`src/rtl/serial_master_gen.sv`:
```
// Serial bus master: arbitrates, shifts address/write data out MSB first,
// and collects serial read data with a bounded wait for the slave.
module serial_master_gen #(
    parameter int ADDR_W  = 14,
    parameter int DATA_W  = 8,
    parameter int TIMEOUT = 255
) (
    input  logic              clock,
    input  logic              reset_n,
    input  logic              start,
    input  logic              read_en,
    input  logic [ADDR_W-1:0] addr_in,
    input  logic [DATA_W-1:0] data_in,
    input  logic              bus_grant,
    input  logic              slave_valid,
    input  logic              data_rx,
    output logic              bus_req,
    output logic              addr_tx,
    output logic              data_tx,
    output logic              valid_s,
    output logic              write_en_slave,
    output logic              busy,
    output logic              done,
    output logic              error,
    output logic [DATA_W-1:0] data_read
);

    typedef enum logic [2:0] {
        IDLE,
        REQ,
        ADDR,
        WDATA,
        RWAIT,
        RDATA,
        DONE
    } state_t;

    localparam logic [4:0]  A_LAST = 5'(ADDR_W - 1);
    localparam logic [4:0]  D_LAST = 5'(DATA_W - 1);
    localparam logic [4:0]  R_LAST = 5'((DATA_W > 1) ? DATA_W - 2 : 0);
    localparam logic [15:0] W_LAST = 16'(TIMEOUT - 1);

    state_t            state;
    logic [ADDR_W-1:0] addr_sh;
    logic [DATA_W-1:0] data_sh;
    logic [DATA_W-1:0] rd_sh;
    logic              rd_lat;
    logic [4:0]        bit_cnt;
    logic [15:0]       wait_cnt;

    // Outputs are set on the edge that enters the state they belong to.
    always_ff @(posedge clock) begin
        if (!reset_n) begin
            state          <= IDLE;
            addr_sh        <= '0;
            data_sh        <= '0;
            rd_sh          <= '0;
            rd_lat         <= 1'b0;
            bit_cnt        <= '0;
            wait_cnt       <= '0;
            bus_req        <= 1'b0;
            addr_tx        <= 1'b0;
            data_tx        <= 1'b0;
            valid_s        <= 1'b0;
            write_en_slave <= 1'b0;
            busy           <= 1'b0;
            done           <= 1'b0;
            error          <= 1'b0;
            data_read      <= '0;
        end else begin
            done  <= 1'b0;
            error <= 1'b0;
            unique case (state)
                IDLE: begin
                    if (start) begin
                        addr_sh <= addr_in;
                        data_sh <= data_in;
                        rd_lat  <= read_en;
                        bus_req <= 1'b1;
                        busy    <= 1'b1;
                        state   <= REQ;
                    end
                end
                REQ: begin
                    if (bus_grant) begin
                        valid_s        <= 1'b1;
                        addr_tx        <= addr_sh[ADDR_W-1];
                        addr_sh        <= addr_sh << 1;
                        write_en_slave <= ~rd_lat;
                        bit_cnt        <= A_LAST;
                        state          <= ADDR;
                    end
                end
                ADDR: begin
                    if (bit_cnt != 5'd0) begin
                        addr_tx <= addr_sh[ADDR_W-1];
                        addr_sh <= addr_sh << 1;
                        bit_cnt <= bit_cnt - 5'd1;
                    end else if (!rd_lat) begin
                        addr_tx <= 1'b0;
                        data_tx <= data_sh[DATA_W-1];
                        data_sh <= data_sh << 1;
                        bit_cnt <= D_LAST;
                        state   <= WDATA;
                    end else begin
                        addr_tx  <= 1'b0;
                        valid_s  <= 1'b0;
                        wait_cnt <= '0;
                        state    <= RWAIT;
                    end
                end
                WDATA: begin
                    if (bit_cnt != 5'd0) begin
                        data_tx <= data_sh[DATA_W-1];
                        data_sh <= data_sh << 1;
                        bit_cnt <= bit_cnt - 5'd1;
                    end else begin
                        data_tx <= 1'b0;
                        valid_s <= 1'b0;
                        bus_req <= 1'b0;
                        done    <= 1'b1;
                        state   <= DONE;
                    end
                end
                RWAIT: begin
                    // slave_valid wins over an expiring timeout
                    if (slave_valid) begin
                        rd_sh <= DATA_W'(data_rx);
                        if (DATA_W == 1) begin
                            data_read <= DATA_W'(data_rx);
                            bus_req   <= 1'b0;
                            done      <= 1'b1;
                            state     <= DONE;
                        end else begin
                            bit_cnt <= R_LAST;
                            state   <= RDATA;
                        end
                    end else if (wait_cnt == W_LAST) begin
                        bus_req <= 1'b0;
                        done    <= 1'b1;
                        error   <= 1'b1;
                        state   <= DONE;
                    end else begin
                        wait_cnt <= wait_cnt + 16'd1;
                    end
                end
                RDATA: begin
                    rd_sh <= DATA_W'({rd_sh, data_rx});
                    if (bit_cnt != 5'd0) begin
                        bit_cnt <= bit_cnt - 5'd1;
                    end else begin
                        data_read <= DATA_W'({rd_sh, data_rx});
                        bus_req   <= 1'b0;
                        done      <= 1'b1;
                        state     <= DONE;
                    end
                end
                DONE: begin
                    busy           <= 1'b0;
                    write_en_slave <= 1'b0;
                    bit_cnt        <= '0;
                    wait_cnt       <= '0;
                    state          <= IDLE;
                end
                default: state <= IDLE;
            endcase
        end
    end

endmodule

```
`config.mk`:
```
export PLATFORM = sky130hd
export DESIGN_NAME = serial_master_gen
export DESIGN_NICKNAME = d
export VERILOG_FILES = /design/src/rtl/serial_master_gen.sv
export SDC_FILE = /design/constraint.sdc
export NUM_CORES = 1
export LEC_CHECK = 0
export CORE_UTILIZATION = 35
export CTS_CLUSTER_DIAMETER = 120
export CTS_CLUSTER_SIZE = 20
export DETAILED_ROUTE_END_ITERATION = 10
export PLACE_DENSITY_LB_ADDON = 0.2
export SLEW_MARGIN = 25
export SYNTH_ARGS = -nofsm -noshare
export SYNTH_HDL_FRONTEND = slang
export SYNTH_SLANG_ARGS = --single-unit
```
`constraint.sdc`:
```
create_clock -name clock -period 5.3 [get_ports clock]
set_input_delay 1.06 -clock clock [delete_from_list [all_inputs] [get_ports clock]]
set_output_delay 1.06 -clock clock [all_outputs]
set_load 0.02 [all_outputs]
```
After elaboration in Yosys (flattened, before gate mapping)
Index checks and enable logic that the tools add are counted.
{"block": "word_totals", "register_bits": 70, "input_bits": 29, "output_inout_bits": 16, "elab_cells": 125}
{"block": "op_classes", "addsub": 2, "eq_ne": 23, "muxes": 53, "bitwise_logic": 2, "n_reduce_logical": 29}
{"op": "$mux 16", "n": 4}
{"op": "$pmux 16 s3", "n": 1}
{"op": "$mux 14", "n": 3}
{"op": "$pmux 14 s3", "n": 1}
{"op": "$mux 8", "n": 4}
{"op": "$reduce_and 5->1", "n": 6}
{"op": "$ne 2x2->1 const B", "n": 13}
{"op": "$mux 5", "n": 5}
{"op": "$pmux 5 s5", "n": 1}
{"op": "$pmux 8 s3", "n": 1}
{"op": "$mux 3", "n": 7}
{"op": "$add 16x1->16 const B", "n": 1}
{"op": "$eq 16x8->1 const B", "n": 1}
{"op": "$mux 1", "n": 16}
{"op": "$pmux 3 s5", "n": 1}
{"op": "$reduce_bool 3->1", "n": 5}
{"op": "$pmux 7 s2", "n": 1}
{"op": "$reduce_and 2->1", "n": 7}
{"op": "$pmux 1 s2", "n": 5}
{"op": "$reduce_bool 2->1", "n": 5}
{"op": "$reduce_bool 5->1", "n": 2}
{"op": "$eq 3x3->1 const B", "n": 3}
{"op": "$mux 7", "n": 1}
{"op": "$eq 3x2->1 const B", "n": 2}
{"op": "other kinds (10)", "n": 13}

Logic depth before layout (Yosys ltp)
{"block": "depth", "depth_word": 4, "ltp_mapped": 9, "depth_no_buf": 7}

Least setup slack after synthesis
OpenSTA, ideal clock, no wires.
{"block": "synth_path", "path_type": "input to register", "from": "in start", "to": "reg addr_sh[10]", "setup_ps": 86, "arrival_ps": 2207, "slack_ps": 3007, "path_stages": 5, "n_path_buf": 1, "path_cell_list": "a21oi_1 -> a221oi_2 -> clkbuf_1 -> nor2_1 -> a211oi_1"}
{"block": "synth_between", "elab_chain_len": 2}
{"item": "from (decl)", "line": "10", "source": "input logic start,"}
{"item": "$ne 2x2->1 (no source line)"}
{"item": "$reduce_and 4->1 (no source line)"}
{"item": "to (signal assigned)", "line": "76", "source": "addr_sh <= addr_in;"}
{"item": "to (signal assigned)", "line": "88", "source": "addr_sh <= addr_sh << 1;"}
{"item": "to (signal assigned)", "line": "97", "source": "addr_sh <= addr_sh << 1;"}
{"item": "to (decl)", "line": "44", "source": "logic [ADDR_W-1:0] addr_sh;"}
Every way passes these cells.
A chain may end at the register's enable or synchronous reset.

==> Flow_metrics.wiki <==
{| class="wikitable"
! Metric !! Value
|-
| Status || finished clean
|-
| Number of antenna-violating nets in the routed design || 0
|-
| Mux contribution to synthesized area || 0.0418
|-
| Half-perimeter wire length of the detailed placement result || 5310 um
|-
| Relative max-transition margin || 0.430
|-
| Reg-to-Reg Start || wait_cnt[14]
|-
| Share of Yosys cell area claimed by the top area cell type || 0.415
|-
| Initial DRC Count || 85
|-
| Combinational family with the most area after synthesis || compound AO/OA/AOI/OAI gates
|-
| Buffers plus inverters on the worst setup path || 1
|-
| Delay contributed by the slowest stage of the critical path || 0.84 ns
|-
| Fraction of layout cells with a size suffix above 1 || 0.0876
|-
| Height of the die || 100 um
|-
| Crit path time final || 2.88 ns
|-
| Gate count of the mapped netlist || 406
|-
| Clock Skews || 0.0114 ns
|-
| Mapped Avg Cell Area || 8.32 um2
|-
| Setup TNS || 0 ns
|-
| Synth Area in XOR/XNOR || 0.00777
|-
| Period Utilization, post-route || 0.543
|-
| Num Clock Sinks || 70
|-
| Commonest cells in the synthesized netlist || 70 x dfxtp_1, 55 x nor2_1, 47 x nand2_1
|-
| Switching share of total power || 0.376
|-
| Max-slew violation count || 0
|-
| Area enclosed by the die boundary || 10,100 um2
|-
| Latest clock arrival within the worst-skew pair || 0.35 ns
|-
| Cells traversed along the worst timing path || clkdlybuf4s50_1 > nand3_1 > nor4b_1 > o22a_2
|-
| Flip-flop and latch count after synthesis || 70
|-
| Clock network fraction of design power || 0.245
|-
| Count of cell types in the netlist || 58
|-
| Timing endpoint of the critical path || wait_cnt[6]
|-
| Async set-or-reset flop fraction in the synthesized netlist || 0
|-
| Share of the synthesized area in compound gates (AO/OA/AOI/OAI) || 0.246
|-
| Signed area change from the synthesized netlist to the final layout || 20.9%
|-
| Reg-to-Reg End || wait_cnt[4]
|-
| Post-Synthesis Cell Area || 3380 um2
|-
| Most used standard cell by instance count after synthesis || dfxtp_1
|-
| Dominant cell type by area after synthesis || dfxtp_1
|-
| Critical Path Slowest Stage Cell || clkdlybuf4s50_1
|-
| Vias per cell || 5.24
|-
| Post-route design area || 4090 um2
|-
| Most frequently used flop master after synthesis || dfxtp_1
|-
| Maximum fanout along the worst path || 17
|-
| Global Route Usage Sum || 0.160
|-
| Worst min-delay path category || flop to flop
|-
| Number of nets in the layout || 472
|-
| Start point of the critical path || reset_n
|-
| CTS tree || built
|-
| Effective utilization at floorplan || 0.364
|-
| Mean routed wirelength per cell || 13.3 um
|-
| Count of hold buffers inserted by post-cts repair || 0
|-
| Tightest Pin Transition || 0.843 ns
|-
| Number of placement rows || 35
|-
| Slack of the worst reg-to-reg path || 2.71 ns
|-
| Post-synthesis sequential area ratio || 0.415
|-
| Final-layout fill cell count || 976
|-
| Number of gates on the worst path with buffers counted || 4
|-
| Antenna violations before repair || 0
|-
| Maximum clock path buffer count || 2
|-
| Adder and majority gate portion of the synthesized area || 0.0111
|-
| CP delay by family, top || simple AND/OR/NAND/NOR gates
|-
| Type of element launching the critical path || primary input
|-
| Post-Synthesis Net Count || 438
|-
| Internal power consumption || 1.22 mW
|-
| Power share of the combinational group || 0.370
|-
| Pwr per Cell Area || 478 nW/um2
|-
| Number of I/O port buffers || 44
|-
| Peak clock frequency supported by timing || 348 MHz
|-
| Unrepaired setup endpoints after global routing || no
|-
| Clock input transition at the sequential cells of the worst setup and hold paths || 0.08 ns
|-
| DRC violation count after routing || 0
|-
| Buffer type at the clock tree root || clkbuf_8
|-
| Top cells by area, synth || dfxtp_1 41%, nor2_1 6.1%, nand2_1 5.2%
|-
| CP Data Arrival Time || 3.17 ns
|-
| Total length of routed wires || 7660 um
|-
| Level count of the clock H-tree || 3
|-
| Worst voltage drop across the vdd grid || 132 uV
|-
| Number of vias after detailed routing || 3,009
|-
| Worst hold start || data_read[0]
|-
| Post-synth EDFFs || 0
|-
| Number of global-route vias before repair || 2,761
|-
| Setup bufs post-CTS || 0
|-
| LEAKAGE || 1.42 nW
|-
| RD Place Congestion || 0.796
|-
| Max-capacitance violation count || 0
|-
| Number of cells traversed by the worst register-to-register path || 5
|-
| DP Area || 3860 um2
|-
| Sequential power share || 0.385
|-
| Data required, critical path || 5.59 ns
|-
| Final number of hold-violating endpoints || 0
|-
| Antenna Diode Count || 0
|-
| Number of primary I/O pins || 45
|-
| Basic-gate share of the synthesized area counting and, or, nand and nor cells || 0.219
|-
| Count of warnings emitted by yosys || 0
|-
| Number of gates resized after cts || 0
|-
| Area of the core || 9280 um2
|-
| Global-route wire length before repair || 12,800 um
|-
| Reported net switching power || 0.734 mW
|-
| Category of the most critical setup path || primary input to flop
|-
| Number of buffers created by CTS || 9
|-
| Kind of end point of the critical path || flop
|-
| Die Width || 100 um
|-
| Final setup violation count || 0
|-
| Pin count of the biggest net entering global routing || 40
|-
| Iteration count of the initial detailed-routing pass || 4
|-
| Overflow left after global routing || 0
|}
## metal layers
| layer | vias to the layer above | global-route usage | wire (um) |
|---|---|---|---|
| met1 | 1393 | 0.206 | 3650 |
| met2 | 51 | 0.261 | 3650 |
| met4 | 0 | 0.0725 | 145 |
| li1 | 1553 | - | - |
| met5 | - | 0 | 0 |
| met3 | 12 | 0.0299 | 203 |
## worst register-to-register path: stages (launching register included)
cell and delay, ns:
dfxtp_1 0.35, or4b_1 0.53, or4_1 0.69, a211oi_4 0.66, o21ai_0 0.18, o21ai_0 0.10
## cell usage in the layout, fill, tap and decap left out, types with 3 or more instances in the layout
cell	instances
dfxtp_1	70
nor2_1	55
nand2_1	47
clkdlybuf4s50_1	44
o21ai_0	31
a21oi_1	28
a211oi_1	16
inv_1	13
mux2i_1	13
nand3_1	12
clkbuf_8	9
nand4_1	8
a31oi_1	7
a311oi_1	7
nor3_1	6
o221a_2	5
nand3b_1	4
buf_4	4
o21ai_2	3
o21ai_1	3
o211ai_1	3
ha_1	3
## through the flow
step           hold slack [ns]  worst slack, ns  std cells  total power [mW]   util
2_1_floorplan            0.430             3.01        406              1.32      -
4_1_cts                  0.454             2.47        573              1.97  0.439
3_5_place_dp             0.441             2.12        557              1.49  0.415
5_1_grt                  0.469             2.23        574              2.10  0.440
6_report                 0.454             2.42        574              1.95  0.440
3_3_place_gp             0.442             2.17        557              1.47  0.415
## cell families (layout without fill, tap and decap cells)
kind of cell | count (synthesis) | in the layout
mux | 14 | 14
fa+ha+maj | 3 | 3
xor+xnor | 3 | 3
buf+inv | 38 | 77
flops | 70 | 70
compound gates | 122 | 122
simple gates | 156 | 156
## worst min-delay path by stage
stage | end | slack, ns | cells past startpoint
floorplan | wait_cnt[15] | 0.43 | 1
global placement | data_read[4] | 0.44 | 2
detailed placement | data_read[1] | 0.44 | 2
CTS | data_read[1] | 0.45 | 2
global route | data_read[1] | 0.47 | 2
finish | data_read[0] | 0.45 | 2
## power groups by stage
stage | Combinational (mW) | Sequential, mW | Clock (mW)
finish | 0.722 | 0.752 | 0.477
global route | 0.813 | 0.769 | 0.515
CTS | 0.725 | 0.753 | 0.492
detailed placement | 0.723 | 0.763 | 0
global placement | 0.712 | 0.761 | 0
floorplan | 0.603 | 0.720 | 0
## sequential cells by signal, indices dropped and copies added, names as in the netlist, 3 cells and up
register,flops
rd_sh,7
bit_cnt,5
wait_cnt,16
state,3
addr_sh,14
data_sh,8
data_read,8
## area by class of cell
class,instances,area [um2],area share
repair buffers,48,470,0.115
clock inverters,6,93.8,0.0230
flip-flops and latches,70,1400,0.343
clock buffers,10,128,0.0312
inverters,13,48.8,0.0119
well taps,129,161,0.0395
multi-input cells,298,1780,0.436
(Power assumes the default switching activity.)
